File: src/rtl/bus_arbiter.sv
// Two-master round-robin bus arbiter with per-burst ownership and per-master read-valid return.
// Optional forced handover after MAX_BURST transfers is compiled in with `define BUS_ARB_BURST_LIMIT_EN.
module bus_arbiter #(
   parameter int WIDTH     = 32,
   parameter int MAX_BURST = 8
) (
   input  logic             clk,
   input  logic             rst_n,
   input  logic             m0_req,
   input  logic             m0_we,
   input  logic [WIDTH-1:0] m0_addr,
   input  logic [WIDTH-1:0] m0_wdata,
   output logic             m0_gnt,
   output logic             m0_rvalid,
   output logic [WIDTH-1:0] m0_rdata,
   input  logic             m1_req,
   input  logic             m1_we,
   input  logic [WIDTH-1:0] m1_addr,
   input  logic [WIDTH-1:0] m1_wdata,
   output logic             m1_gnt,
   output logic             m1_rvalid,
   output logic [WIDTH-1:0] m1_rdata,
   output logic [WIDTH-1:0] addr,
   output logic [WIDTH-1:0] wdata,
   output logic             we,
   input  logic [WIDTH-1:0] rdata
);

   typedef enum logic [1:0] {
      IDLE = 2'd0,
      OWN0 = 2'd1,
      OWN1 = 2'd2
   } state_t;

   state_t state_q, state_d;
   logic   last_q, last_d;
   logic   m0_rvalid_q, m0_rvalid_d;
   logic   m1_rvalid_q, m1_rvalid_d;
   logic   xfer0, xfer1;
   logic   burst_last;

   assign xfer0 = (state_q == OWN0) && m0_req;
   assign xfer1 = (state_q == OWN1) && m1_req;

   // An out-of-range MAX_BURST leaves this named scope in the elaborated hierarchy.
   if (MAX_BURST < 1 || MAX_BURST > 255) begin : g_max_burst_out_of_range
   end

`ifdef BUS_ARB_BURST_LIMIT_EN
   localparam logic [7:0] BURST_LAST = 8'(MAX_BURST - 1);
   logic [7:0] burst_cnt_q, burst_cnt_d;

   assign burst_last = (burst_cnt_q == BURST_LAST);

   // Staying in an OWN state implies a transfer happened; any state change restarts the count.
   always_comb begin
      burst_cnt_d = burst_cnt_q;
      if (state_d != state_q || state_d == IDLE) begin
         burst_cnt_d = 8'd0;
      end else if (!burst_last) begin
         burst_cnt_d = burst_cnt_q + 8'd1;
      end
   end

   always_ff @(posedge clk or negedge rst_n) begin
      if (!rst_n) begin
         burst_cnt_q <= 8'd0;
      end else begin
         burst_cnt_q <= burst_cnt_d;
      end
   end
`else
   assign burst_last = 1'b0;
`endif

   always_ff @(posedge clk or negedge rst_n) begin
      if (!rst_n) begin
         state_q     <= IDLE;
         last_q      <= 1'b1;
         m0_rvalid_q <= 1'b0;
         m1_rvalid_q <= 1'b0;
      end else begin
         state_q     <= state_d;
         last_q      <= last_d;
         m0_rvalid_q <= m0_rvalid_d;
         m1_rvalid_q <= m1_rvalid_d;
      end
   end

   always_comb begin
      state_d = state_q;
      case (state_q)
         IDLE: begin
            if (m0_req && m1_req) begin
               state_d = last_q ? OWN0 : OWN1;
            end else if (m0_req) begin
               state_d = OWN0;
            end else if (m1_req) begin
               state_d = OWN1;
            end
         end
         OWN0: begin
            if (m0_req) begin
               if (burst_last && m1_req) begin
                  state_d = OWN1;
               end
            end else begin
               state_d = m1_req ? OWN1 : IDLE;
            end
         end
         OWN1: begin
            if (m1_req) begin
               if (burst_last && m0_req) begin
                  state_d = OWN0;
               end
            end else begin
               state_d = m0_req ? OWN0 : IDLE;
            end
         end
         default: state_d = IDLE;
      endcase
   end

   always_comb begin
      last_d = last_q;
      if (state_d == OWN0) begin
         last_d = 1'b0;
      end else if (state_d == OWN1) begin
         last_d = 1'b1;
      end
      m0_rvalid_d = xfer0 && !m0_we;
      m1_rvalid_d = xfer1 && !m1_we;
   end

   always_comb begin
      m0_gnt = (state_q == OWN0);
      m1_gnt = (state_q == OWN1);
      addr   = '0;
      wdata  = '0;
      we     = 1'b0;
      if (xfer0) begin
         addr  = m0_addr;
         wdata = m0_wdata;
         we    = m0_we;
      end else if (xfer1) begin
         addr  = m1_addr;
         wdata = m1_wdata;
         we    = m1_we;
      end
      m0_rvalid = m0_rvalid_q;
      m1_rvalid = m1_rvalid_q;
      m0_rdata  = m0_rvalid_q ? rdata : '0;
      m1_rdata  = m1_rvalid_q ? rdata : '0;
   end

endmodule

File: config.mk
export PLATFORM = sky130hd
export DESIGN_NAME = bus_arbiter
export DESIGN_NICKNAME = d
export VERILOG_FILES = /design/src/rtl/bus_arbiter.sv
export SDC_FILE = /design/constraint.sdc
export NUM_CORES = 1
export LEC_CHECK = 0
export BUFFER_PORTS_ARGS = -buffer_cell sky130_fd_sc_hd__buf_2
export CAP_MARGIN = 5
export CORE_AREA = 2 2 117 119
export CTS_BUF_LIST = sky130_fd_sc_hd__clkbuf_2
export CTS_CLUSTER_SIZE = 10
export DETAILED_ROUTE_END_ITERATION = 8
export DIE_AREA = 0 0 119 121
export GPL_TIMING_DRIVEN = 0
export HOLD_SLACK_MARGIN = 0.15
export MAX_ROUTING_LAYER = met4
export SYNTH_ARGS = -nofsm -noshare
export SYNTH_HDL_FRONTEND = slang
export SYNTH_SLANG_ARGS = --single-unit
File: constraint.sdc
create_clock -name clk -period 2.25 [get_ports clk]
set_input_delay 0.45 -clock clk [delete_from_list [all_inputs] [get_ports clk]]
set_output_delay 0.45 -clock clk [all_outputs]
set_load 0.05 [all_outputs]
==> impl_results.md, run 1 <==
* Status: complete, no violations
* Vias post-DR at 3545
* TritonRoute pass-1 iters at 5
* Relative slew slack at 69.6%
* Worst hold path startpoint: m0_we
* Clock Sink Count at 5
* Clock latency on the worst-skew pair at 0.23 ns
* Crit Path Max Fanout at 10
* R2R cell count at 6
* Startpoint types: register
* Ys Warns at 0
* Total core area at 13100 µm²
* Pwr Density at 625 nW/µm²
* FP Rows at 42
* Wl on met1 at 4.89 mm
* Top Layer Used: met4
* Critical Path RT at 1.80 ns
* Post-CTS Setup Bufs at 0
* Die footprint at 14400 µm²
* Netlist cell types at 23
* Syn Nets at 492
* WL/cell at 15.5 µm
* Cells after Synth at 325
* Static Leak at 2.10 nW
* Cell area after layout at 3790 µm²
* Die H at 121 µm
* RSZ-0062 raised after global routing: true
* Total Wirelength at 12.5 mm
* Slew Limit Fails at 0
* CTS tree: done
* Cell Area, Synth at 1900 µm²
* GRT Overall Usage at 16.2%
* Worst path arrival time at 1.73 ns
* WHS Path Cells at 2
* Final Hold Viols at 0
* Iter 0 DRT Violations at 115
* Final hold slack at 0.400 ns
* Max rail drop VDD at 0.238 mV
* # port buffers at 297
* Largest net degree at the start of global routing at 11
* Avg Cell Area, Syn at 5.86 µm²
* WL met3 at 951 µm
* Global-route wire length before repair at 18.0 mm
* Worst-margin pin slew at 0.456 ns
* Commonest non-fill, non-tap cell in the layout: buf_2
* Crit. End Element: output port
* CTS H-tree depth at 1
* CTS buffer count at 3
* Post-route ant nets at 0
* I/O pins at 299
* Vias in the first global route at 3246
* Final worst-path cycle share at 97.1%
* Share of cells above drive strength 1 at 55.8%
* Initial antenna violation count at 7
* Layout Nets at 795
* Sequential share of the synthesized area at 6.64%
* Max Clk Rate at 458 MHz
* Clock transition at path regs at 0.07 ns
* Starting Density at 14.5%
* Wire length on met2 at 6.57 mm
* Setup CP Type: reg -> out
* Layout Area Growth over Synthesis at 99.2%
* Die width at 119 µm
* Final Setup Violations at 0
* Maxcap violations at 0
* RePlAce Congestion at 0.781
* Critical path origin: state_q[0]
* Register bit total from synthesis at 5
* Total gr overflow at 0
* Maximum root-to-sink buffer count at 2
* Dpl hpwl at 10.6 mm
* Final setup margin at 0.0657 ns
* Tmin final at 2.18 ns
* Pre-CTS setup slack at 0.0122 ns
* Clock skew at 0.0132 ns
* Commonest cells after routing, fill and taps aside: buf_2, nand2_1, nand3_1
* CTS root buf: clkbuf_2
* Vias per cell at 4.39
* Placement Cell Area at 3650 µm²
* Reg2reg start: state_q[0]
* Hold WC Path Type: in -> reg
* DR DRC count at 0
critical path, stage by stage, from the launching register on:
cell and delay, ns:
dfrtp_1 0.37, buf_6 0.14, nand2b_4 0.14, buf_6 0.13, buf_6 0.15, buf_6 0.16
o22ai_2 0.17, clkbuf_4 0.25
metrics by stage:
| step | instances | util (%) | power [W] | TNS, ns |
|---|---|---|---|---|
| after detailed placement | 798 | 27.9 | 0.00224 | 0 |
| final | 807 | 29.0 | 0.00237 | 0 |
| after CTS | 803 | 28.3 | 0.00235 | 0 |
| after floorplan | 325 | - | 0.00164 | 0 |
| after global placement | 798 | 27.9 | 0.00224 | -0.00864 |
| after global routing | 807 | 29.0 | 0.00253 | -0.0974 |
state kept, by name, indices dropped and copies added (netlist names):
register	flops
m1_rvalid	1
state_q	2
m0_rvalid	1
last_q	1
final timing paths:
kind,to,slack (ns)
hold reg to reg,last_q,0.48
min in group asynchronous,state_q[1],0.59
setup reg to reg,last_q,0.55
setup / recovery,wdata[19],0.07
max in group asynchronous,last_q,1.43
hold / removal,m0_rvalid,0.40
synthesized netlist by cell type:
| cell | number | area (µm²) |
|---|---|---|
| o22ai_1 | 55 | 344 |
| ha_1 | 1 | 12.5 |
| dfrtp_1 | 4 | 100 |
| o21ba_2 | 1 | 10.0 |
| nor3b_1 | 1 | 7.51 |
| clkbuf_1 | 28 | 105 |
| o22ai_2 | 10 | 125 |
| nand2_1 | 66 | 248 |
| o32a_1 | 1 | 10.0 |
| buf_2 | 10 | 50.1 |
| mux2i_1 | 1 | 10.0 |
| nor3_1 | 1 | 5.00 |
| inv_1 | 2 | 7.51 |
| nand3_1 | 65 | 325 |
| o32ai_1 | 1 | 8.76 |
| buf_1 | 2 | 7.51 |
| nor2_1 | 1 | 3.75 |
| and2_1 | 64 | 400 |
| buf_6 | 5 | 56.3 |
| nor2b_1 | 3 | 18.8 |
| dfstp_2 | 1 | 26.3 |
| nand2b_4 | 1 | 13.8 |
| o21a_1 | 1 | 7.51 |
area by class of cell:
type	count	area, µm²
Multi-Input combinational cell	273	1600
Antenna cell	4	10.0
Tap cell	176	220
Clock buffer	4	20.0
Fill cell	1516	9290
Inverter	2	7.51
Sequential cell	5	126
Timing Repair Buffer	298	1560
Buffer	45	243
routing by layer:
layer / vias up / track usage, %
met5: - / -
met1: 1587 / 18.8
met2: 203 / 29.7
met4: 0 / 2.60
met3: 4 / 2.82
li1: 1751 / -
report_power, final:
part | total [W] | internal (W) | switching, W
logic | 0.00215 | 0.000617 | 0.00154
registers | 0.000128 | 0.000114 | 0.0000148
clock network | 0.0000858 | 0.0000471 | 0.0000387
kinds of logic (layout without fill, tap and decap cells):
kind of cell               Yosys count  after routing  share of synthesized area, %
AOI/OAI and AO/OA                   69             69                          26.6
adders and majority gates            1              1                         0.657
buffers and inverters               47            349                          11.9
DFF                                  5              5                          6.64
muxes                                1              1                         0.526
other                                0              4                             0
and+or+nand+nor                    202            202                          53.7
timing repair:
action / in CTS / in global routing
resized for setup: 14 / 47
hold endpoints to repair: 4 / 0
hold buffers: 1 / 0
pin swaps: 0 / 0
setup endpoints to repair: 61 / 43
Note: power is estimated with default switching activity, not from simulation.
==> run 2, diff against run 1 <==
--- a/config.mk
+++ b/config.mk
@@ -7,11 +7,11 @@
 export LEC_CHECK = 0
 export BUFFER_PORTS_ARGS = -buffer_cell sky130_fd_sc_hd__buf_2
 export CAP_MARGIN = 5
-export CORE_AREA = 2 2 117 119
+export CORE_AREA = 2 2 116 118
 export CTS_BUF_LIST = sky130_fd_sc_hd__clkbuf_2
 export CTS_CLUSTER_SIZE = 10
 export DETAILED_ROUTE_END_ITERATION = 8
-export DIE_AREA = 0 0 119 121
+export DIE_AREA = 0 0 118 120
 export GPL_TIMING_DRIVEN = 0
 export HOLD_SLACK_MARGIN = 0.15
 export MAX_ROUTING_LAYER = met4
==> constraint.sdc (replaced) <==
create_clock -name clk -period 1.9 [get_ports clk]
set_input_delay 0.38 -clock clk [delete_from_list [all_inputs] [get_ports clk]]
set_output_delay 0.38 -clock clk [all_outputs]
set_load 0.05 [all_outputs]
==> impl_results.md, run 2 (synthesized netlist as in run 1, its figures left out) <==
* Status: finished, violations left (was complete, no violations)
* Failing checks: negative setup slack
* RePlAce Congestion at 0.866 (was 0.781)
* Largest net degree at the start of global routing at 11 (unchanged)
* FP Rows at 42 (unchanged)
* Pre-CTS setup slack at -0.255 ns (was 0.0122 ns)
* # port buffers at 297 (unchanged)
* Final hold slack at 0.343 ns (was 0.400 ns)
* Share of cells above drive strength 1 at 65.6% (was 55.8%)
* Die H at 120 µm (was 121 µm)
* Initial antenna violation count at 1 (was 7)
* Worst-margin pin slew at 0.528 ns (was 0.456 ns)
* CTS buffer count at 3 (unchanged)
* Final Hold Viols at 0 (unchanged)
* GRT Overall Usage at 16.9% (was 16.2%)
* Slew Limit Fails at 0 (unchanged)
* Startpoint types: register (unchanged)
* Hold WC Path Type: in -> reg (unchanged)
* Crit. End Element: output port (unchanged)
* Iter 0 DRT Violations at 112 (was 115)
* Crit-path cells: buf_6 -> nand2b_4 -> clkbuf_4 -> o22ai_2 -> buf_4 (was buf_6 -> nand2b_4 -> buf_6 -> buf_6 -> buf_6 -> o22ai_2 -> clkbuf_4)
* CTS H-tree depth at 1 (unchanged)
* Max rail drop VDD at 0.378 mV (was 0.238 mV)
* Final worst-path cycle share at 103%
* Critical Path RT at 1.52 ns (was 1.80 ns)
* Total Wirelength at 12.8 mm (was 12.5 mm)
* Vias per cell at 4.53 (was 4.39)
* Worst path arrival time at 1.57 ns (was 1.73 ns)
* TritonRoute pass-1 iters at 4 (was 5)
* Clock Sink Count at 5 (unchanged)
* WL/cell at 15.7 µm (was 15.5 µm)
* Max incr delay on CP at 0.37 ns (about the same)
* Pwr Density at 748 nW/µm² (was 625 nW/µm²)
* Vias in the first global route at 3557 (was 3246)
* Commonest non-fill, non-tap cell in the layout: buf_2 (unchanged)
* Setup CP Type: reg -> out (unchanged)
* R2r setup slk at 0.09 ns (was 0.55 ns)
* Max reg flops at 2 (unchanged)
* Global-route wire length before repair at 18.8 mm (was 18.0 mm)
* Maximum root-to-sink buffer count at 2 (unchanged)
* Relative slew slack at 64.8% (was 69.6%)
* CTS root buf: clkbuf_2 (unchanged)
* Finished Core Util at 36.4% (was 29.0%)
* I/O pins at 299 (unchanged)
* Die width at 118 µm (was 119 µm)
* Total core area at 13000 µm² (was 13100 µm²)
* Die footprint at 14200 µm² (was 14400 µm²)
* Vias post-DR at 3672 (was 3545)
* Buf/Inv on CP at 3 (was 5)
* Layout Nets at 802 (was 795)
* Static Leak at 2.33 nW (was 2.10 nW)
* Maxcap violations at 0 (unchanged)
* Dpl hpwl at 9.89 mm (was 10.6 mm)
* Slowest stage cell, crit path: dfrtp_1 (unchanged)
* Clock skew at 0.00536 ns (was 0.0132 ns)
* Post-route ant nets at 0 (unchanged)
* Max Clk Rate at 513 MHz
* CP delay by family, top: buffers and inverters (unchanged)
* Tmin final at 1.95 ns
* Final Setup Violations at 54 (was 0)
* Clock transition at path regs at 0.05 ns (was 0.07 ns)
* Layout Area Growth over Synthesis at 148% (was 99.2%)
* DR DRC count at 0 (unchanged)
* Starting Density at 14.7% (was 14.5%)
* RSZ-0062 raised after global routing: true (unchanged)
* Crit Path Max Fanout at 10 (unchanged)
* Reg with most FFs: state_q (unchanged)
* Clock latency on the worst-skew pair at 0.22 ns (was 0.23 ns)
* Commonest cells after routing, fill and taps aside: buf_2, nand2_1, nand3_1 (unchanged)
* CTS tree: done (unchanged)
* Final setup margin at -0.0494 ns (was 0.0657 ns)
* Total gr overflow at 0 (unchanged)
-- run 2: metal layers --
layer  GRT usage (%)  part of all wire, %  vias up
met3            2.52                  6.6       14
met5               -                    0        -
met2            31.4                   53      197
li1                -                    -     1765
met4            3.46                  1.2        0
met1            19.2                   39     1696
-- run 2: cell type report --
class	instances	area, µm²
sequential	5	126
clock buffer	4	20.0
multi-input combinational	273	2050
fill	1398	8260
buffer	44	307
inverter	2	7.51
antenna	1	2.50
tap	176	220
timing repair buffer	306	1990
-- run 2: stage by stage --
stage / total power [W] / setup TNS [ns] / cells / cell area (µm²)
5_1_grt: 0.00372 / -6.47 / 811 / 4720
4_1_cts: 0.00340 / -4.02 / 809 / 4520
2_1_floorplan: 0.00206 / -2.98 / 325 / 2140
3_5_place_dp: 0.00279 / -6.70 / 798 / 3850
3_3_place_gp: 0.00279 / -8.34 / 798 / 3850
6_report: 0.00353 / -0.935 / 811 / 4720
-- run 2: final timing paths --
path                                   end       start  cells after the start
worst max-delay path              addr[22]  state_q[0]                      5
worst min-delay path             m0_rvalid       m0_we                      2
worst max register to register      last_q  state_q[0]                      7
worst min register to register      last_q      last_q                      2
max in group asynchronous           last_q       rst_n                      2
min in group asynchronous       state_q[1]       rst_n                      2
-- run 2: what timing repair did --
item                                    4_1_cts  5_1_grt
endpoints found under the setup margin       68       93
resized for setup                           157       54
setup buffers                                 5        0
cloned                                        2        1
pin swaps                                    11        8
hold buffers                                  1        0
endpoints found under the hold margin         5        0
-- run 2: where the power goes --
| group | switching (W) | total, W | internal (W) |
|---|---|---|---|
| registers | 0.0000188 | 0.000154 | 0.000135 |
| clock network | 0.0000420 | 0.0000977 | 0.0000557 |
| logic | 0.00210 | 0.00328 | 0.00118 |
==> run 3, diff against run 2 <==
--- a/config.mk
+++ b/config.mk
@@ -7,11 +7,11 @@
 export LEC_CHECK = 0
 export BUFFER_PORTS_ARGS = -buffer_cell sky130_fd_sc_hd__buf_2
 export CAP_MARGIN = 5
-export CORE_AREA = 2 2 116 118
+export CORE_AREA = 2 2 117 119
 export CTS_BUF_LIST = sky130_fd_sc_hd__clkbuf_2
 export CTS_CLUSTER_SIZE = 10
 export DETAILED_ROUTE_END_ITERATION = 8
-export DIE_AREA = 0 0 118 120
+export DIE_AREA = 0 0 119 121
 export GPL_TIMING_DRIVEN = 0
 export HOLD_SLACK_MARGIN = 0.15
 export MAX_ROUTING_LAYER = met4
==> constraint.sdc (replaced) <==
create_clock -name clk -period 2 [get_ports clk]
set_input_delay 0.4 -clock clk [delete_from_list [all_inputs] [get_ports clk]]
set_output_delay 0.4 -clock clk [all_outputs]
set_load 0.05 [all_outputs]
==> impl_results.md, run 3 (synthesized netlist as in run 1, its figures left out) <==
* Status: finished, violations left (unchanged)
* Failing checks: negative setup slack (unchanged)
* Sequential power share at 4.4% (about the same)
* Commonest cells after routing, fill and taps aside: buf_2, nand2_1, nand3_1 (unchanged)
* Final Setup Violations at 2 (was 54)
* RSZ-0062 raised after global routing: true (unchanged)
* CTS H-tree depth at 1 (unchanged)
* CTS tree: done (unchanged)
* I/O pins at 299 (unchanged)
* Share of cells above drive strength 1 at 64.1% (was 65.6%)
* Static Leak at 2.28 nW (was 2.33 nW)
* Worst path arrival time at 1.61 ns (was 1.57 ns)
* Final worst-path cycle share at 100%
* Largest net degree at the start of global routing at 11 (unchanged)
* Slowest stage cell, crit path: dfrtp_1 (unchanged)
* Clock Sink Count at 5 (unchanged)
* Clock skew at 0.0000787 ns (was 0.00536 ns)
* Relative slew slack at 68.4% (was 64.8%)
* Tmin final at 2.01 ns
* Max rail drop VDD at 0.353 mV (was 0.378 mV)
* Pwr Density at 712 nW/µm² (was 748 nW/µm²)
* Slew Limit Fails at 0 (unchanged)
* Hold WC Path Type: in -> reg (unchanged)
* Fin Setup TNS at -0.00646 ns (was -0.935 ns)
* DR DRC count at 0 (unchanged)
* Dpl hpwl at 9.90 mm (was 9.89 mm)
* Total core area at 13100 µm² (was 13000 µm²)
* CTS buffer count at 3 (unchanged)
* Maxcap violations at 0 (unchanged)
* Fill cell count at 1438 (was 1398)
* Final Hold Viols at 0 (unchanged)
* Combinational share of power at 92.7% (was 92.9%)
* Die width at 119 µm (was 118 µm)
* Buf/Inv on CP at 4 (was 3)
* Final setup margin at -0.00543 ns (was -0.0494 ns)
* Reg with most FFs: state_q (unchanged)
* Worst-margin pin slew at 0.474 ns (was 0.528 ns)
* Total gr overflow at 0 (unchanged)
* Max Clk Rate at 499 MHz
* # port buffers at 297 (unchanged)
* CP delay by family, top: buffers and inverters (unchanged)
* Clock transition at path regs at 0.05 ns (about the same)
* R2r setup slk at 0.29 ns (was 0.09 ns)
* Startpoint types: register (unchanged)
* Crit Path Max Fanout at 7 (was 10)
* Iter 0 DRT Violations at 67 (was 112)
* CP most frequent cell: buf_6
* Starting Density at 14.5% (was 14.7%)
* Clk pwr share at 2.8% (about the same)
* RePlAce Congestion at 0.848 (was 0.866)
* Sw frac at 62.4% (was 61.3%)
* GRT Overall Usage at 16.3% (was 16.9%)
* Layout Area Growth over Synthesis at 139% (was 148%)
* Setup CP Type: reg -> out (unchanged)
* Die footprint at 14400 µm² (was 14200 µm²)
* Post-route ant nets at 0 (unchanged)
* Critical Path RT at 1.60 ns (was 1.52 ns)
* Clock latency on the worst-skew pair at 0.21 ns (was 0.22 ns)
* Layout Nets at 800 (was 802)
* Initial antenna violation count at 2 (was 1)
* Max reg flops at 2 (unchanged)
* Total Wirelength at 12.7 mm (was 12.8 mm)
* Crit. End Element: output port (unchanged)
* Sw power at 0.00202 W (was 0.00216 W)
* Commonest non-fill, non-tap cell in the layout: buf_2 (unchanged)
* Die H at 121 µm (was 120 µm)
* CTS root buf: clkbuf_2 (unchanged)
* Maximum root-to-sink buffer count at 2 (unchanged)
* FP Rows at 42 (unchanged)
* Max incr delay on CP at 0.37 ns (about the same)
* Vias in the first global route at 3577 (was 3557)
* Crit-path cells: buf_6 -> nand2b_4 -> buf_12 -> clkbuf_16 -> o22ai_2 -> buf_6 (was buf_6 -> nand2b_4 -> clkbuf_4 -> o22ai_2 -> buf_4)
* Vias per cell at 4.53 (about the same)
* TritonRoute pass-1 iters at 4 (unchanged)
* Multi-input gate area at 2000 µm² (was 2050 µm²)
* Vias post-DR at 3670 (was 3672)
* Register area at 126 µm² (unchanged)
* Pint at 0.00122 W (was 0.00137 W)
* Design Power at 0.00324 W (was 0.00353 W)
* WL/cell at 15.7 µm (about the same)
* Global-route wire length before repair at 18.2 mm (was 18.8 mm)
-- run 3: cell types whose count changed in the layout (fill, tap and decap cells not counted), sizes merged --
cell / change
buf: -6
diode: +1
clkbuf: +4
-- run 3: through the flow --
| stage | instance area [µm²] | hold slack [ns] | setup WS [ns] | utilization, % | cells |
|---|---|---|---|---|---|
| after detailed placement | 3850 | 0.220 | -0.189 | 29.4 | 798 |
| after global placement | 3850 | 0.218 | -0.181 | 29.4 | 798 |
| after global routing | 4550 | 0.350 | -0.0722 | 34.8 | 810 |
| after floorplan | 2140 | 0.104 | -0.147 | - | 325 |
| final | 4550 | 0.360 | -0.00543 | 34.8 | 810 |
| after CTS | 4350 | 0.350 | -0.0210 | 33.2 | 805 |
-- run 3: what timing repair did --
item	in CTS	in global routing
hold endpoints to repair	4	0
gates cloned	1	2
pin swaps	8	11
hold buffers	1	0
resized for setup	133	49
endpoints found under the setup margin	66	64
setup buffers	2	1
-- run 3: final timing paths --
| path | startpoint | end | cells after the start |
|---|---|---|---|
| max | state_q[0] | wdata[12] | 6 |
| min | m0_we | m0_rvalid | 2 |
| max reg2reg | state_q[0] | last_q | 6 |
| min reg2reg | last_q | last_q | 2 |
| max in group asynchronous | rst_n | last_q | 2 |
| min in group asynchronous | rst_n | m0_rvalid | 2 |
-- run 3: layout make-up --
| class | instances | share of cell area, % |
|---|---|---|
| multi-input combinational | 273 | 43.9 |
| clock buffer | 4 | 0.440 |
| buffer | 44 | 6.57 |
| sequential | 5 | 2.77 |
| tap | 176 | 4.84 |
| timing repair buffer | 304 | 41.2 |
| inverter | 2 | 0.165 |
| antenna | 2 | 0.110 |
-- run 3: power by group through the flow --
stage / Sequential (W) / Combinational, W / Clock, W
after floorplan: 0.000151 / 0.00181 / 0
after global placement: 0.000146 / 0.00249 / 0
after detailed placement: 0.000145 / 0.00249 / 0
after CTS: 0.000144 / 0.00285 / 0.0000959
after global routing: 0.000148 / 0.00318 / 0.000102
final: 0.000144 / 0.00301 / 0.0000916
-- run 3: routing by layer --
metal | global-route usage (%) | up-vias | share of wire (%)
met1 | 17.9 | 1711 | 38
met5 | - | - | 0
met3 | 2.96 | 20 | 6.6
met2 | 30.8 | 181 | 54
met4 | 2.98 | 0 | 1.4
li1 | - | 1758 | -
